--- src/rtl/if_fetch_stage.sv ---
// Instruction-fetch stage for the 5-stage MIPS pipeline.
// Owns the PC, issues fetches over a req/ready handshake with variable
// latency, honours the hazard stall through a one-entry hold buffer and
// absorbs branch/jump redirects. A redirect that lands while a fetch is
// still outstanding waits in DRAIN, so the request is never abandoned.
// Optional build macro: IF_PERF_CNT_EN adds stall_cnt / bubble_cnt.
module if_fetch_stage #(
    parameter logic [31:0] RESET_PC = 32'h0000_0000,
    parameter logic [31:0] PC_STEP  = 32'd4
) (
    input  logic        clk,
    input  logic        reset,
    input  logic        hazard,
    input  logic        redirect,
    input  logic [31:0] redirect_pc,
    output logic        imem_req,
    output logic [31:0] imem_addr,
    input  logic        imem_ready,
    input  logic [31:0] imem_rdata,
    output logic [31:0] if_inst,
    output logic [31:0] if_newpc,
    output logic        if_valid
`ifdef IF_PERF_CNT_EN
    ,
    output logic [31:0] stall_cnt,
    output logic [31:0] bubble_cnt
`endif
);

    typedef enum logic [1:0] {
        ST_REQ   = 2'd0,
        ST_HOLD  = 2'd1,
        ST_DRAIN = 2'd2
    } state_t;

    state_t      state_reg, state_next;
    logic [31:0] pc_reg, pc_next;
    logic [31:0] tgt_reg, tgt_next;
    logic [31:0] buf_inst_reg, buf_inst_next;
    logic [31:0] buf_pc_reg, buf_pc_next;
    logic [31:0] if_inst_reg, if_inst_next;
    logic [31:0] if_newpc_reg, if_newpc_next;
    logic        if_valid_reg, if_valid_next;
    logic        write_bubble;
    logic [31:0] pc_step_sum;

    // Sequential address, modulo 2^32 so the top word wraps to zero.
    assign pc_step_sum = pc_reg + PC_STEP;

    // The request is withdrawn only while the buffer holds a stalled
    // instruction or while reset is asserted.
    assign imem_req  = reset && (state_reg != ST_HOLD);
    assign imem_addr = pc_reg;

    assign if_inst  = if_inst_reg;
    assign if_newpc = if_newpc_reg;
    assign if_valid = if_valid_reg;

    // Next-state and stage-output decision; redirect outranks hazard.
    always_comb begin
        state_next    = state_reg;
        pc_next       = pc_reg;
        tgt_next      = tgt_reg;
        buf_inst_next = buf_inst_reg;
        buf_pc_next   = buf_pc_reg;
        if_inst_next  = if_inst_reg;
        if_newpc_next = if_newpc_reg;
        if_valid_next = if_valid_reg;
        write_bubble  = 1'b0;

        case (state_reg)
            ST_REQ: begin
                if (imem_ready) begin
                    if (redirect) begin
                        // Returned word is on the wrong path: drop it.
                        pc_next      = redirect_pc;
                        write_bubble = 1'b1;
                    end else if (!hazard) begin
                        if_inst_next  = imem_rdata;
                        if_newpc_next = pc_step_sum;
                        if_valid_next = 1'b1;
                        pc_next       = pc_step_sum;
                    end else begin
                        // IF/ID is frozen: park the word until it frees up.
                        buf_inst_next = imem_rdata;
                        buf_pc_next   = pc_step_sum;
                        pc_next       = pc_step_sum;
                        state_next    = ST_HOLD;
                    end
                end else if (redirect) begin
                    // Fetch still in flight: remember target, finish old one.
                    tgt_next     = redirect_pc;
                    write_bubble = 1'b1;
                    state_next   = ST_DRAIN;
                end else if (!hazard) begin
                    write_bubble = 1'b1;
                end
            end

            ST_HOLD: begin
                if (redirect) begin
                    buf_inst_next = 32'd0;
                    buf_pc_next   = 32'd0;
                    pc_next       = redirect_pc;
                    write_bubble  = 1'b1;
                    state_next    = ST_REQ;
                end else if (!hazard) begin
                    if_inst_next  = buf_inst_reg;
                    if_newpc_next = buf_pc_reg;
                    if_valid_next = 1'b1;
                    state_next    = ST_REQ;
                end
            end

            ST_DRAIN: begin
                write_bubble = 1'b1;
                if (imem_ready) begin
                    pc_next    = redirect ? redirect_pc : tgt_reg;
                    state_next = ST_REQ;
                end else if (redirect) begin
                    tgt_next = redirect_pc;
                end
            end

            default: begin
                state_next = ST_REQ;
            end
        endcase

        if (write_bubble) begin
            if_inst_next  = 32'd0;
            if_valid_next = 1'b0;
        end
    end

    // State and datapath registers with synchronous active-low reset.
    always_ff @(posedge clk) begin
        if (!reset) begin
            state_reg    <= ST_REQ;
            pc_reg       <= RESET_PC;
            tgt_reg      <= 32'd0;
            buf_inst_reg <= 32'd0;
            buf_pc_reg   <= 32'd0;
            if_inst_reg  <= 32'd0;
            if_newpc_reg <= 32'd0;
            if_valid_reg <= 1'b0;
        end else begin
            state_reg    <= state_next;
            pc_reg       <= pc_next;
            tgt_reg      <= tgt_next;
            buf_inst_reg <= buf_inst_next;
            buf_pc_reg   <= buf_pc_next;
            if_inst_reg  <= if_inst_next;
            if_newpc_reg <= if_newpc_next;
            if_valid_reg <= if_valid_next;
        end
    end

`ifdef IF_PERF_CNT_EN
    logic [31:0] stall_cnt_reg;
    logic [31:0] bubble_cnt_reg;

    assign stall_cnt  = stall_cnt_reg;
    assign bubble_cnt = bubble_cnt_reg;

    // Free-running performance counters, wrapping at 2^32.
    always_ff @(posedge clk) begin
        if (!reset) begin
            stall_cnt_reg  <= 32'd0;
            bubble_cnt_reg <= 32'd0;
        end else begin
            if (hazard) begin
                stall_cnt_reg <= stall_cnt_reg + 32'd1;
            end
            if (write_bubble) begin
                bubble_cnt_reg <= bubble_cnt_reg + 32'd1;
            end
        end
    end
`endif

endmodule
--- config.mk ---
export PLATFORM = sky130hd
export DESIGN_NAME = if_fetch_stage
export DESIGN_NICKNAME = d
export VERILOG_FILES = /design/src/rtl/if_fetch_stage.sv
export SDC_FILE = /design/constraint.sdc
export NUM_CORES = 1
export LEC_CHECK = 0
export CAP_MARGIN = 10
export CORE_UTILIZATION = 53
export CTS_BUF_LIST = sky130_fd_sc_hd__clkbuf_16
export DETAILED_ROUTE_END_ITERATION = 10
export HOLD_SLACK_MARGIN = 0.15
export PLACE_DENSITY = 0.83
export REMOVE_ABC_BUFFERS = 1
export SKIP_LAST_GASP = 1
export SLEW_MARGIN = 30
export SYNTH_ARGS = -nofsm -noshare
export SYNTH_HDL_FRONTEND = slang
export SYNTH_SLANG_ARGS = --single-unit
--- constraint.sdc ---
create_clock -name clk -period 2.75 [get_ports clk]
set_clock_uncertainty 0.15 [all_clocks]
set_input_delay 0.55 -clock clk [delete_from_list [all_inputs] [get_ports clk]]
set_output_delay 0.55 -clock clk [all_outputs]
set_load 0.005 [all_outputs]
==> metrics.yaml <==
vias_per_cell: 6.06
gp_congestion: 0.892
antenna_cells: 0
dp_hpwl_mm: 17.7
cts_max_level: 4
powerDensity_nw_per_um2: 550
synthTopCellsByArea: "dfxtp_1 42%, a21oi_1 7.1%, nand2_1 6.9%"
status: "finished clean"
ys.flop_type: "dfxtp_1"
synth_area_um2: 9320
maxSlewViolCount: 0
yosysTopAreaCell: "dfxtp_1"
grt_pass1_wl_mm: 41.8
dp.cells: 1482
antenna_left: 0
cts_root_buf: "clkbuf_16"
die_area_um2: 18100
finalHoldViolCount: 0
yosysWarnings: 0
worstMarginPinSlew_ps: 820
cp-start-kind: "flip-flop"
cts_hold_buffers: 0
regArea_um2: 3910
synth_most_common_cell: "dfxtp_1"
yosys-top-cells-count: "195 x dfxtp_1, 172 x nand2_1, 133 x a21oi_1, 78 x nand3_1, 78 x nor2_1"
cts_buffers: 17
syn2layout_area_growth_pct: 27.9
seq_area_frac_synth_pct: 41.9
maxCapViolCount: 0
drt_iter0_markers: 815
fin_cells: 1514
chipWidth_um: 135
avgSynthCellArea_um2: 8.15
leakagePower_nw: 4.15
grt_max_degree: 118
grt.overflow.total: 0
cts.clk_slew.worst_paths_ps: 70
netlist_instances: 1144
grt_pass1_vias: 8222
synth_edf_count: 0
synth_top_area_share_pct: 41.9
insertion_delay_ps: 440
post-cts-setup-buffer-count: 0
die_h_um: 135
drive_gt1_share_pct: 9.23
tritoncts: "yes"
cp-end-kind: "flip-flop"
holdWs_ps: 299
fin_crit_sh_pct: 93.2
row_count: 48
final_util_pct: 69.1
drcViolationCount: 0
worst-path-max-fanout: 22
maxSlewHeadroom_pct: 45.3
dpl_cell_area_um2: 11400
vias: 9179
track_usage_pct: 29.0
cts_resized: 0
ys_seq_elements: 195
path_class: "flip-flop to flip-flop"
synthDistinctLibCells: 76
rsz0062_at_grt: "false"
setup_viol: 0
async_flop_share_pct: 0
clock_path_buffers: 2
fill_cells: 1429
first_pass_iters: 6
antenna_found_initial: 0
nNetsFinal: 1350
hp-class: "flip-flop to flip-flop"
routed_wl_mm: 26.7
wl_per_cell_um: 17.6
clock_sinks: 195
arrival_ps: 2740
start_util_pct: 54.1
fmax_mhz: 390
portBuffers: 166
min_period_ps: 2560
multiInputGateArea_um2: 4950
finalPower_mw: 6.55
ir_drop_v: 0.000473
worst_ep_required_time_ps: 2930
num_io_pins: 167
design_area_um2: 11900
core-area_um2: 17200
## cells in the final DEF, fill, tap and decap left out, types with 18 or more instances in the layout
cell,count
a22oi_1,31
nand3_1,78
clkdlybuf4s50_1,165
mux2i_1,46
buf_4,43
nor2_1,78
dfxtp_1,194
o21ai_0,33
a21oi_1,133
and3_1,18
nor3_1,18
a211oi_1,42
nand2_1,172
## where the power goes
group / internal [mW] / switching [mW] / total (mW)
combinational: 0.534 / 0.614 / 1.15
clock: 1.18 / 1.15 / 2.33
sequential: 2.95 / 0.122 / 3.07
total: 4.66 / 1.89 / 6.55
## metal layers
metal,global-route usage (%),vias up,share of wire (%)
met1,38.6,4298,43
met3,5.67,60,8.6
met2,45.7,450,46
met5,0,-,0
li1,-,4371,-
met4,12.7,0,2.5
## path summary, 6_finish.rpt
check             cells after the start        endpoint  slack, ps           start
setup / recovery                      9   imem_addr[22]        190    state_reg[0]
hold / removal                        2  buf_pc_reg[27]        300  buf_pc_reg[27]
setup reg to reg                      9   imem_addr[22]        190    state_reg[0]
hold reg to reg                       2  buf_pc_reg[27]        300  buf_pc_reg[27]
## cell type report
class                      instances  area share (%)
multi-input combinational        835            41.5
clock buffer                      17            3.57
timing repair buffer             220            18.5
inverter                           7           0.231
sequential                       195            32.8
clock inverter                    15            1.03
tap                              225            2.36
## critical path, cell delays in order (launching register included)
cell and delay [ps]:
dfxtp_2 400, inv_1 100, ha_1 260, buf_4 240, nor2b_1 180, and2_1 230
buf_12 180, a221oi_1 310, o21ai_0 200, o211a_1 180
## cell families (layout without fill, tap and decap cells)
group,Yosys count,in the layout,synth area share [%]
buffers and inverters,114,259,5.37
adders and majority gates,5,5,0.671
DFF,195,195,41.9
AOI/OAI and AO/OA,323,323,22.1
muxes,48,48,5.18
xor gates and xnor gates,26,26,2.44
and+or+nand+nor,433,433,22.4
## through the flow
step                worst slack [ps]  setup TNS [ps]
floorplan                      -4050         -424070
global placement                39.0               0
detailed placement              43.7               0
CTS                             43.7               0
global route                    52.5               0
finish                           186               0
Power figures use the tool's default switching activity.
